**config.mk**
```make
export PLATFORM = sky130hd
export DESIGN_NAME = mult_div_unit
export DESIGN_NICKNAME = d
export VERILOG_FILES = /design/src/rtl/mult_div_unit_pkg.sv /design/src/rtl/mdu_iter_core.sv /design/src/rtl/mult_div_unit.sv
export SDC_FILE = /design/constraint.sdc
export NUM_CORES = 1
export LEC_CHECK = 0
export BUFFER_PORTS_ARGS = -buffer_cell sky130_fd_sc_hd__buf_4
export CAP_MARGIN = 20
export CORE_MARGIN = 1.5
export CORE_UTILIZATION = 54
export DETAILED_ROUTE_END_ITERATION = 6
export HOLD_SLACK_MARGIN = 0.06
export PLACE_DENSITY = 0.84
export SLEW_MARGIN = 20
export SYNTH_ARGS = -nofsm -noshare
export SYNTH_HDL_FRONTEND = slang
export SYNTH_SLANG_ARGS = --single-unit
```
**constraint.sdc**
```tcl
create_clock -name clk -period 3.6 [get_ports clk]
set_clock_uncertainty 0.2 [all_clocks]
set_input_delay 1.08 -clock clk [delete_from_list [all_inputs] [get_ports clk]]
set_output_delay 1.08 -clock clk [all_outputs]
set_load 0.01 [all_outputs]
```
**src/rtl/mult_div_unit_pkg.sv**
```systemverilog
// Shared definitions for the MIPS multiply/divide unit: widths, op and state encodings.
package mult_div_unit_pkg;

  localparam int unsigned MDU_WIDTH = 32;

  // Encodings match the decode stage's view of the HI/LO ops.
  typedef enum logic [1:0] {
    OP_MULT  = 2'd0,
    OP_MULTU = 2'd1,
    OP_DIV   = 2'd2,
    OP_DIVU  = 2'd3
  } op_e;

  typedef enum logic [1:0] {
    S_IDLE = 2'd0,
    S_CALC = 2'd1,
    S_SIGN = 2'd2,
    S_DONE = 2'd3
  } state_e;

endpackage

```
**src/rtl/mdu_iter_core.sv**
```systemverilog
// Iterative datapath: one shift-add (multiply) or restoring-subtract (divide)
// step per cycle on unsigned magnitudes, with accumulator and iteration counter.
module mdu_iter_core #(
  parameter int unsigned W     = 32,
  parameter int unsigned CNT_W = $clog2(W)
) (
  input  logic             clk,
  input  logic             rst_n,
  input  logic             load_i,
  input  logic             step_i,
  input  logic             is_div_i,
  input  logic [W-1:0]     a_i,
  input  logic [W-1:0]     b_i,
  output logic [2*W-1:0]   acc_o,
  output logic [CNT_W-1:0] iter_o
);

  logic [2*W-1:0]   acc_q, acc_d;
  logic [W-1:0]     opnd_q, opnd_d;
  logic             div_q, div_d;
  logic [CNT_W-1:0] iter_q, iter_d;
  logic [W:0]       sum;
  logic [W:0]       rem_sh;
  logic [W:0]       diff;

  // Next accumulator: load magnitudes, or advance one multiply/divide step.
  always_comb begin
    acc_d  = acc_q;
    opnd_d = opnd_q;
    div_d  = div_q;
    iter_d = iter_q;
    sum    = {1'b0, acc_q[2*W-1:W]} + (acc_q[0] ? {1'b0, opnd_q} : (W+1)'(0));
    rem_sh = acc_q[2*W-1:W-1];
    diff   = rem_sh - {1'b0, opnd_q};
    if (load_i) begin
      // Multiply holds the multiplier in the low half; divide holds the dividend.
      acc_d  = is_div_i ? {W'(0), a_i} : {W'(0), b_i};
      opnd_d = is_div_i ? b_i : a_i;
      div_d  = is_div_i;
      iter_d = CNT_W'(W - 1);
    end else if (step_i) begin
      iter_d = iter_q - CNT_W'(1);
      if (div_q) begin
        if (!diff[W]) begin
          acc_d = {diff[W-1:0], acc_q[W-2:0], 1'b1};
        end else begin
          acc_d = {rem_sh[W-1:0], acc_q[W-2:0], 1'b0};
        end
      end else begin
        acc_d = {sum, acc_q[W-1:1]};
      end
    end
  end

  // Datapath registers.
  always_ff @(posedge clk or negedge rst_n) begin
    if (!rst_n) begin
      acc_q  <= '0;
      opnd_q <= '0;
      div_q  <= 1'b0;
      iter_q <= '0;
    end else begin
      acc_q  <= acc_d;
      opnd_q <= opnd_d;
      div_q  <= div_d;
      iter_q <= iter_d;
    end
  end

  assign acc_o  = acc_q;
  assign iter_o = iter_q;

endmodule

```
**src/rtl/mult_div_unit.sv**
```systemverilog
// MIPS multiply/divide unit: control FSM, sign handling and architectural HI/LO.
module mult_div_unit
  import mult_div_unit_pkg::*;
#(
  parameter int unsigned WIDTH = MDU_WIDTH
) (
  input  logic             clk,
  input  logic             rst,
  input  logic             start,
  input  logic [1:0]       op,
  input  logic [WIDTH-1:0] op_a,
  input  logic [WIDTH-1:0] op_b,
  input  logic             mthi,
  input  logic             mtlo,
  input  logic [WIDTH-1:0] wr_data,
  output logic [WIDTH-1:0] hi,
  output logic [WIDTH-1:0] lo,
  output logic             busy,
  output logic             done
);

  localparam int unsigned CNT_W = $clog2(WIDTH);
  localparam int unsigned PW    = 2 * WIDTH;

  state_e           state_q, state_d;
  logic [WIDTH-1:0] hi_q, hi_d, lo_q, lo_d;
  logic             busy_q, busy_d, done_q, done_d;
  logic             neg_q_q, neg_q_d;
  logic             neg_r_q, neg_r_d;
  logic             bzero_q, bzero_d;
  logic             div_q, div_d;

  logic             core_load, core_step;
  logic [PW-1:0]    acc;
  logic [CNT_W-1:0] iter;

  logic             is_signed, a_neg, b_neg;
  logic [WIDTH-1:0] a_mag, b_mag;
  logic [PW-1:0]    prod;
  logic [WIDTH-1:0] quo, rem;

  mdu_iter_core #(
    .W     (WIDTH),
    .CNT_W (CNT_W)
  ) u_core (
    .clk      (clk),
    .rst_n    (rst),
    .load_i   (core_load),
    .step_i   (core_step),
    .is_div_i (op[1]),
    .a_i      (a_mag),
    .b_i      (b_mag),
    .acc_o    (acc),
    .iter_o   (iter)
  );

  // Next state, operand magnitudes, sign correction and HI/LO write path.
  always_comb begin
    state_d   = state_q;
    hi_d      = hi_q;
    lo_d      = lo_q;
    neg_q_d   = neg_q_q;
    neg_r_d   = neg_r_q;
    bzero_d   = bzero_q;
    div_d     = div_q;
    core_load = 1'b0;
    core_step = 1'b0;

    is_signed = (op_e'(op) == OP_MULT) || (op_e'(op) == OP_DIV);
    a_neg     = is_signed && op_a[WIDTH-1];
    b_neg     = is_signed && op_b[WIDTH-1];
    a_mag     = a_neg ? WIDTH'(0) - op_a : op_a;
    b_mag     = b_neg ? WIDTH'(0) - op_b : op_b;

    prod = neg_q_q ? PW'(0) - acc : acc;
    quo  = neg_q_q ? WIDTH'(0) - acc[WIDTH-1:0] : acc[WIDTH-1:0];
    rem  = neg_r_q ? WIDTH'(0) - acc[PW-1:WIDTH] : acc[PW-1:WIDTH];

    case (state_q)
      S_IDLE, S_DONE: begin
        if (mthi) hi_d = wr_data;
        if (mtlo) lo_d = wr_data;
        state_d = S_IDLE;
        if (start) begin
          state_d   = S_CALC;
          core_load = 1'b1;
          neg_q_d   = a_neg ^ b_neg;
          neg_r_d   = a_neg;
          bzero_d   = (op_b == WIDTH'(0));
          div_d     = op[1];
        end
      end
      S_CALC: begin
        core_step = 1'b1;
        if (iter == CNT_W'(0)) state_d = S_SIGN;
      end
      S_SIGN: begin
        state_d = S_DONE;
        if (div_q) begin
          // Divide by zero leaves the dividend in HI and all ones in LO.
          hi_d = rem;
          lo_d = bzero_q ? {WIDTH{1'b1}} : quo;
        end else begin
          hi_d = prod[PW-1:WIDTH];
          lo_d = prod[WIDTH-1:0];
        end
      end
      default: state_d = S_IDLE;
    endcase

    busy_d = (state_d == S_CALC) || (state_d == S_SIGN);
    done_d = (state_d == S_DONE);
  end

  // Control and architectural registers.
  always_ff @(posedge clk or negedge rst) begin
    if (!rst) begin
      state_q <= S_IDLE;
      hi_q    <= '0;
      lo_q    <= '0;
      busy_q  <= 1'b0;
      done_q  <= 1'b0;
      neg_q_q <= 1'b0;
      neg_r_q <= 1'b0;
      bzero_q <= 1'b0;
      div_q   <= 1'b0;
    end else begin
      state_q <= state_d;
      hi_q    <= hi_d;
      lo_q    <= lo_d;
      busy_q  <= busy_d;
      done_q  <= done_d;
      neg_q_q <= neg_q_d;
      neg_r_q <= neg_r_d;
      bzero_q <= bzero_d;
      div_q   <= div_d;
    end
  end

  assign hi   = hi_q;
  assign lo   = lo_q;
  assign busy = busy_q;
  assign done = done_q;

endmodule

```
Word level (Yosys, flattened, before mapping)
Index checks and enable logic that the tools add are counted.

Bits in registers: 174. Input port bits: 103. Word-level logic and storage cells: 72.

Add/sub/neg operators: 8. Equality and inequality tests: 9. Muxes and demuxes: 27. Bitwise logic cells: 1. Reductions and logical operators: 14.

Operator list (number): two-way mux 32 bit (12); two-way mux 64 bit (5); case mux 32 bit (2 select lines) (2); subtractor 1 x 32 -> 32 bit, first input constant (4); subtractor 1 x 64 -> 64 bit, first input constant (1); adder 32 x 33 -> 33 bit (1); subtractor 33 x 32 -> 33 bit (1); zero test 32 bit (1); equality test 2 bit, second input constant (5); two-way mux 5 bit (2); case mux 2 bit (3 select lines) (1); AND reduction 2 bit (3); zero test 5 bit (1); subtractor 5 x 1 -> 5 bit, second input constant (1); equality test 2 x 1 -> 1 bit, second input constant (2); zero test 2 bit (2); two-way mux 1 bit (4); inequality test 2 bit, second input constant (2); nonzero test 2 bit (2); logical AND 1 bit (2); logical OR 1 bit (2); two-way mux 2 bit (1); OR reduction 2 bit (1); bitwise XOR 1 bit (1).

Depth between registers and ports, before layout
Gate-level depths: netlist of the first run.

Depth in word-level cells: 6. Depth in mapped cells: 14. Depth with buffers taken out: 13.

By module
A second synthesis of the first run with hierarchy kept.

Cells, all modules: 1937. Area, all modules: 15448.6 µm².

Modules (own cells, without submodules): mdu_iter_core (instances 1, cells an instance 1123, area each 9162.5 µm²); mult_div_unit (instances 1, cells an instance 814, area each 6286.0 µm²).

Worst setup path before layout of the first run
No wires, ideal clock.

Kind: in2reg. Start point: in op_b[12]. End point: reg u_core.acc_q[30] (netlist: u_core.acc_o[30]). Setup time: 0.139 ns. Data arrival time: 3.300 ns. Path slack: -0.039 ns. Stages: 7. Buffers on the path: 0. Cell sequence: or4_1 or4_1 nor3b_1 nand3_1 o41ai_1 xor2_1 o221ai_1.

Longest elaborated chain between the ends: 4.

RTL lines: start, declared (RTL line mult_div_unit.sv:12) `input logic [WIDTH-1:0] op_b,`; subtractor 1 x 32 -> 32 bit (RTL line mult_div_unit.sv:73) `b_mag = b_neg ? WIDTH'(0) - op_b : op_b;`; two-way mux 32 bit (RTL line mult_div_unit.sv:73); two-way mux 32 bit (RTL line mdu_iter_core.sv:37) `acc_d = is_div_i ? {W'(0), a_i} : {W'(0), b_i};`; two-way mux 64 bit (RTL line mdu_iter_core.sv:35) `if (load_i) begin`; end signal, assigned (RTL line mdu_iter_core.sv:58) `acc_q <= '0;`; end signal, assigned (RTL line mdu_iter_core.sv:63) `acc_q <= acc_d;`; end, declared (RTL line mdu_iter_core.sv:18) `logic [2*W-1:0] acc_q, acc_d;`.

Every way passes these cells. A chain may end at the register's enable or synchronous reset.

Final worst setup path of the first run
Start point: reg u_core.opnd_q[0]. End point: reg u_core.acc_q[43] (netlist: u_core.acc_o[43]).

Longest elaborated chain between the ends: 5.

RTL lines: start, declared (RTL line mdu_iter_core.sv:19) `logic [W-1:0] opnd_q, opnd_d;`; start signal, assigned (RTL line mdu_iter_core.sv:64) `opnd_q <= opnd_d;`; two-way mux 32 bit / subtractor 33 x 32 -> 33 bit (equally long branches) (RTL line mdu_iter_core.sv:32, mdu_iter_core.sv:34); adder 32 x 33 -> 33 bit / two-way mux 64 bit (equally long branches) (RTL line mdu_iter_core.sv:32, mdu_iter_core.sv:44); two-way mux 64 bit (*) (RTL line mdu_iter_core.sv:43) `if (div_q) begin`; two-way mux 64 bit (*) (RTL line mdu_iter_core.sv:41) `end else if (step_i) begin`; two-way mux 64 bit (*) (RTL line mdu_iter_core.sv:35).

Every way passes the cells marked *; elsewhere a longest branch is shown, timed or not. The select of a mux whose other input is x is not followed.

==> results.yml, run 1 <==
run:
  drv_cap: 0
sta:
  timing_hold_violations_final: 0
  setup_violations: 0
  maxSlewViolCount: 0
  post-route-period-util: 0.993
  rsz0062_at_grt: "yes"
  max_slew.worst_pin.slew_ns: 0.801
  fmax_mhz: 280
  relSlewSlack: 0.466
  finalCriticalPeriod_ns: 3.58
  tns_ns: 0
setup_path:
  end_kind: "register"
  critPathTopFamily: "compound AO/OA/AOI/OAI gates"
  crit_required_ns: 3.71
  critPathSlowestCell: "dfrtp_1"
  cpMostUsedCell: "buf_6"
  max_stage_delay_ns: 0.42
  critPathArrivalTime_ns: 3.69
  start_kind: "register"
  worstSetupPathType: "reg2reg"
  path_cells: "ha_4 > fa_2 > nand2b_4 > a21o_1 > a211o_1 > a2111oi_2 > buf_4 > nor3_2 > a311oi_4 > buf_6 > buf_12 > buf_6 > mux2i_1 > o221ai_1"
  worst-path-buf-inv: 4
  path_max_fanout: 7
grt:
  grt_usage: 0.373
  antenna_found_initial: 0
  grt-ovfl-total: 0
  grt_first_pass_wirelength_um: 82800
  grt_pass1_vias: 15300
  grt_max_degree: 90
final_layout:
  area_growth_pct: 21.8
  drive_above_1_share: 0.187
  fin_cells: 2566
  final_util: 0.667
  diodes: 0
  final_area_mm2: 0.0185
  fin_nets: 2352
  fill_cells: 2233
power_and_ir_drop:
  leakagePower_nw: 8.19
  pwr-share-clk: 0.168
  ir_drop_mv: 0.351
  power.density_mw_per_mm2: 642
  p_comb_frac: 0.595
  power_switching_mw: 5.54
  p_int_mw: 6.33
  total_power_mw: 11.9
  p_sw_frac: 0.467
  seqPwrFrac: 0.238
routing:
  detail-route-antenna-nets: 0
  post_drt_wl_per_cell_um: 21.5
  drtIter0Drc: 1907
  drc: 0
  via_per_inst: 6.42
  firstDrtPassIters: 6
  drt_wl_total_um: 55100
  vias: 16500
yosys:
  ys_warn_count: 0
  ys_ff_latch: 173
  seq_area_frac_synth: 0.285
  avgSynthCellArea_um2: 7.74
  synth_async_sr_flop_share: 1.00
  syn_area_mm2: 0.0152
  ys.flop_type: "dfrtp_1"
  yosysUniqueCellTypes: 75
  synth_edf_count: 0
  synth_nets: 2140
  netlist_instances: 1963
placed_design:
  place_hpwl_um: 42500
  place_inst: 2526
  io_buffers: 168
  place_congestion: 1.02
  post_dp_cell_area_mm2: 0.0176
floorplan:
  dieArea_mm2: 0.0291
  start_util: 0.548
  ioPinCount: 169
  fp.dieH_um: 171
  dieWidth_um: 171
  row_count: 61
  core-area_mm2: 0.0277
clock_network:
  cts_tree: "yes"
  clock_sinks: 173
  numCtsBuffers: 17
  cts_hold_buffers: 0
  cts-root-buf: "clkbuf_16"
  clk_path_buf_depth: 2
  clk_latency_ns: 0.46
  h-tree-depth: 4
  clkTransAtPathRegs_ns: 0.09
min_path:
  hold_class: "reg2reg"
status:
  outcome: "complete, no violations"
[path summary, 6_finish.rpt]
path | start | to | slack, ns | cells past startpoint
min | lo[13]$_DFFE_PN0P_ | lo[13]$_DFFE_PN0P_ | 0.29 | 2
min in group asynchronous | rst | u_core.iter_o[3]$_DFFE_PN0P_ | 0.41 | 1
max in group asynchronous | rst | u_core.opnd_q[29]$_DFFE_PN0P_ | 1.98 | 2
max reg2reg | u_core.opnd_q[0]$_DFFE_PN0P_ | u_core.acc_o[43]$_DFFE_PN0P_ | 0.02 | 14
min reg2reg | lo[13]$_DFFE_PN0P_ | lo[13]$_DFFE_PN0P_ | 0.29 | 2
max | u_core.opnd_q[0]$_DFFE_PN0P_ | u_core.acc_o[43]$_DFFE_PN0P_ | 0.02 | 14
[registers in the layout, indices dropped and copies added (netlist names)]
signal / cells
neg_r_q: 1
hi: 32
bzero_q: 1
u_core.iter_o: 5
busy: 1
div_q: 1
u_core.acc_o: 64
u_core.opnd_q: 32
state_q: 2
lo: 32
done: 1
neg_q_q: 1
[per-layer routing]
metal	routed length, um	GRT usage
met1	21700	0.483
met2	24000	0.577
met3	5880	0.0652
met4	3580	0.236
met5	0	0
[through the flow]
stage / setup WS (ns) / hold WS (ns)
6_report: 0.0236 / 0.291
5_1_grt: -0.0356 / 0.315
4_1_cts: 0.00288 / 0.291
3_5_place_dp: -0.243 / 0.274
3_3_place_gp: -0.137 / 0.262
2_1_floorplan: 0.00637 / 0.250
[worst register-to-register path, stage by stage (launching register included)]
cell and delay [ns]:
dfrtp_1 0.42, ha_4 0.18, fa_2 0.34, nand2b_4 0.15
a21o_1 0.19, a211o_1 0.31, a2111oi_2 0.32, buf_4 0.17
nor3_2 0.05, a311oi_4 0.25, buf_6 0.18, buf_12 0.15
buf_6 0.11, mux2i_1 0.26, o221ai_1 0.16
[layout make-up]
type / count / area (um^2) / area share
timing repair buffer: 317 / 2480 / 0.134
sequential: 173 / 4330 / 0.234
clock buffer: 17 / 425 / 0.0230
tap: 378 / 473 / 0.0256
inverter: 72 / 270 / 0.0146
multi-input combinational: 1594 / 10300 / 0.558
clock inverter: 15 / 203 / 0.0110
[cells in the mapped netlist (19+ instances only)]
| library cell | number | area share |
|---|---|---|
| o22ai_1 | 28 | 0.012 |
| dfrtp_1 | 173 | 0.29 |
| o21ai_1 | 22 | 0.0073 |
| inv_1 | 72 | 0.018 |
| xnor2_1 | 103 | 0.059 |
| xor2_1 | 65 | 0.037 |
| a21o_1 | 37 | 0.018 |
| mux2i_1 | 78 | 0.051 |
| nand3_1 | 28 | 0.0092 |
| o21ai_0 | 213 | 0.070 |
| nand2_1 | 232 | 0.057 |
| clkbuf_1 | 107 | 0.026 |
| a21oi_1 | 157 | 0.052 |
| o211ai_1 | 50 | 0.025 |
| nor4_1 | 20 | 0.0082 |
| o31ai_1 | 19 | 0.0094 |
| nor2_1 | 166 | 0.041 |
| a31oi_1 | 21 | 0.0087 |
| ha_1 | 72 | 0.059 |
| nor3_1 | 42 | 0.014 |
[logic make-up (layout without fill, tap and decap cells)]
group | count (synthesis) | after routing | synth area share
mux | 85 | 85 | 0.0566
simple gates | 609 | 609 | 0.187
xor+xnor | 168 | 168 | 0.0969
buf+inv | 196 | 421 | 0.0488
fa+ha+maj | 74 | 74 | 0.0620
flops | 173 | 173 | 0.285
compound gates | 658 | 658 | 0.264
[power by group through the flow]
| stage | clock network, mW | registers (mW) | logic [mW] |
|---|---|---|---|
| 6_report | 1.99 | 2.82 | 7.07 |
| 5_1_grt | 2.07 | 2.86 | 7.53 |
| 4_1_cts | 1.97 | 2.80 | 6.69 |
| 3_5_place_dp | 0 | 2.83 | 6.53 |
| 3_3_place_gp | 0 | 2.81 | 6.36 |
| 2_1_floorplan | 0 | 2.78 | 4.19 |
[timing repair]
item	in CTS	in global routing
endpoints found under the setup margin	32	40
hold endpoints to repair	0	0
pin swaps	2	5
gates resized for setup	9	39
gates cloned	1	0
buffers inserted	4	4
[placed cells by master (no fill, tap or decap), types with 14 or more instances in the layout]
master     count
inv_1         70
o22ai_1       28
nand2b_1      14
dfrtp_1      172
xnor2_1      103
o31ai_1       18
nand2_1      230
mux2i_1       78
ha_1          68
o21ai_0      209
nor4_1        20
buf_4        305
a21oi_1      145
nor3_1        39
or3_1         14
o21ai_1       24
a211oi_1      16
clkbuf_16     17
nand3_1       28
o211ai_1      50
a31oi_1       21
nor2_1       165
a21o_1        37
xor2_1        65
(Power assumes the default switching activity.)
==> inputs of run 2 (changes only) <==
Settings changed: PLACE_DENSITY 0.84 to 0.77.
==> run 2 against run 1 <==
Effect of this change: worst hold slack worse by 0.0061 ns; critical path depth unchanged; die area stayed put; via count is 0.47% lower; clock-buffer cell count is 1 higher; the run now ends with negative setup slack left; highest routed layer is now met5; flip-flop and latch count stayed put.
==> results.yml, run 2 (synthesized netlist as in run 1, its figures left out) <==
placed_design:
  io_buffers: 168
  place_ws_ns: -0.179
  place_inst: 2576
  place_congestion: 1.02
  place_hpwl_um: 43200
setup_path:
  max_stage_delay_ns: 0.45
  critPathArrivalTime_ns: 3.84
  crit_path_start: "u_core.opnd_q[0]$_DFFE_PN0P_"
  start_kind: "register"
  rrSetupSlack_ns: -0.06
  r2r_end: "u_core.acc_o[0]$_DFFE_PN0P_"
  cp-endpoint: "u_core.acc_o[0]$_DFFE_PN0P_"
  reg2reg_from: "u_core.opnd_q[0]$_DFFE_PN0P_"
  r2r_cells: 14
  worstSetupPathType: "reg2reg"
  critPathSlowestCell: "a311oi_4"
  path_max_fanout: 8
  path_cells: "ha_4 > fa_2 > nand2b_4 > a21o_1 > a211o_1 > a2111oi_4 > buf_4 > nor3_2 > a311oi_4 > buf_12 > buf_12 > mux2i_1 > a211o_1 > o21ai_1"
  critPathTopFamily: "compound AO/OA/AOI/OAI gates"
  cp.depth: 14
  worst-path-buf-inv: 3
  crit_required_ns: 3.79
  end_kind: "register"
run:
  drv_cap: 0
power_and_ir_drop:
  ir_drop_mv: 0.368
  power.density_mw_per_mm2: 641
  leakagePower_nw: 8.46
  total_power_mw: 12.1
final_layout:
  fin_cells: 2619
  diodes: 0
  layout_commonest_cell: "buf_4"
  fin_nets: 2406
  largest_reg_flops: 64
  drive_above_1_share: 0.211
  area_growth_pct: 24.5
  layout_common_cells: "buf_4 (359), nand2_1 (230), o21ai_0 (206)"
clock_network:
  clock_sinks: 173
  clk_path_buf_depth: 2
  clk_latency_ns: 0.46
  cts_hold_buffers: 0
  cts_tree: "yes"
  h-tree-depth: 4
  numCtsBuffers: 17
  clkTransAtPathRegs_ns: 0.09
  cts-root-buf: "clkbuf_16"
routing:
  drc: 0
  post_drt_wl_per_cell_um: 21.3
  vias: 16400
  drt_wl_total_um: 55800
  detail-route-antenna-nets: 0
  via_per_inst: 6.26
  drtIter0Drc: 1648
  firstDrtPassIters: 6
floorplan:
  ioPinCount: 169
  dieArea_mm2: 0.0291
  dieWidth_um: 171
  row_count: 61
  start_util: 0.548
  core-area_mm2: 0.0277
  fp.dieH_um: 171
grt:
  grt_max_degree: 82
  grt_usage: 0.381
  grt_pass1_vias: 15200
  grt_first_pass_wirelength_um: 84600
  antenna_found_initial: 1
  grt-ovfl-total: 0
sta:
  timing_hold_violations_final: 0
  hold_slack_ns: 0.285
  tns_ns: -0.279
  rsz0062_at_grt: "yes"
  fmax_mhz: 273
  finalCriticalPeriod_ns: 3.66
  maxSlewViolCount: 0
  setup_violations: 11
  relSlewSlack: 0.358
  fin_ws_ns: -0.0596
  max_slew.worst_pin.slew_ns: 0.964
  post-route-period-util: 1.02
status:
  violations: "negative setup slack"
  outcome: "complete, but fails checks"
min_path:
  hold_class: "reg2reg"
run 2: routing by layer:
| layer | track usage | share of wire |
|---|---|---|
| met2 | 0.609 | 0.45 |
| met4 | 0.195 | 0.054 |
| met3 | 0.0507 | 0.082 |
| met1 | 0.504 | 0.41 |
| met5 | 0 | 0.00023 |
run 2: worst min-delay path by stage:
stage	start	endpoint	cells after the start
floorplan	u_core.opnd_q[10]$_DFFE_PN0P_	u_core.opnd_q[10]$_DFFE_PN0P_	2
global placement	lo[12]$_DFFE_PN0P_	lo[12]$_DFFE_PN0P_	2
detailed placement	u_core.opnd_q[12]$_DFFE_PN0P_	u_core.opnd_q[12]$_DFFE_PN0P_	2
CTS	u_core.opnd_q[12]$_DFFE_PN0P_	u_core.opnd_q[12]$_DFFE_PN0P_	2
global route	lo[28]$_DFFE_PN0P_	lo[28]$_DFFE_PN0P_	2
finish	u_core.opnd_q[8]$_DFFE_PN0P_	u_core.opnd_q[8]$_DFFE_PN0P_	2
run 2: layout make-up:
type / count / area (um^2)
Clock buffer: 18 / 429
Clock inverter: 13 / 175
Fill cell: 2324 / 8800
Inverter: 72 / 270
Multi-Input combinational cell: 1594 / 10400
Sequential cell: 173 / 4330
Tap cell: 378 / 473
Timing Repair Buffer: 371 / 2860
run 2: power by group:
part           total [mW]  internal, mW  switching (mW)  leakage (nW)
logic                7.34          3.19            4.14          6.04
registers            2.78          2.36           0.428          2.12
clock network        2.00          1.06           0.945         0.292
total                12.1          6.60            5.52          8.46
run 2: worst min-delay path: stages, from the launching register on:
cell     delay (ns)
dfrtp_1        0.34
nand2_1        0.05
o21ai_0        0.06
run 2: metrics by stage:
stage,instance area (um^2),util
floorplan,15200,-
global placement,18000,0.648
detailed placement,18000,0.648
CTS,18600,0.673
global route,18900,0.682
finish,18900,0.682
run 2: timing repair:
item / in CTS / in global routing
buffers inserted: 4 / 7
gates resized for setup: 10 / 53
pin swaps: 2 / 15
gates cloned: 0 / 1
setup endpoints to repair: 30 / 32
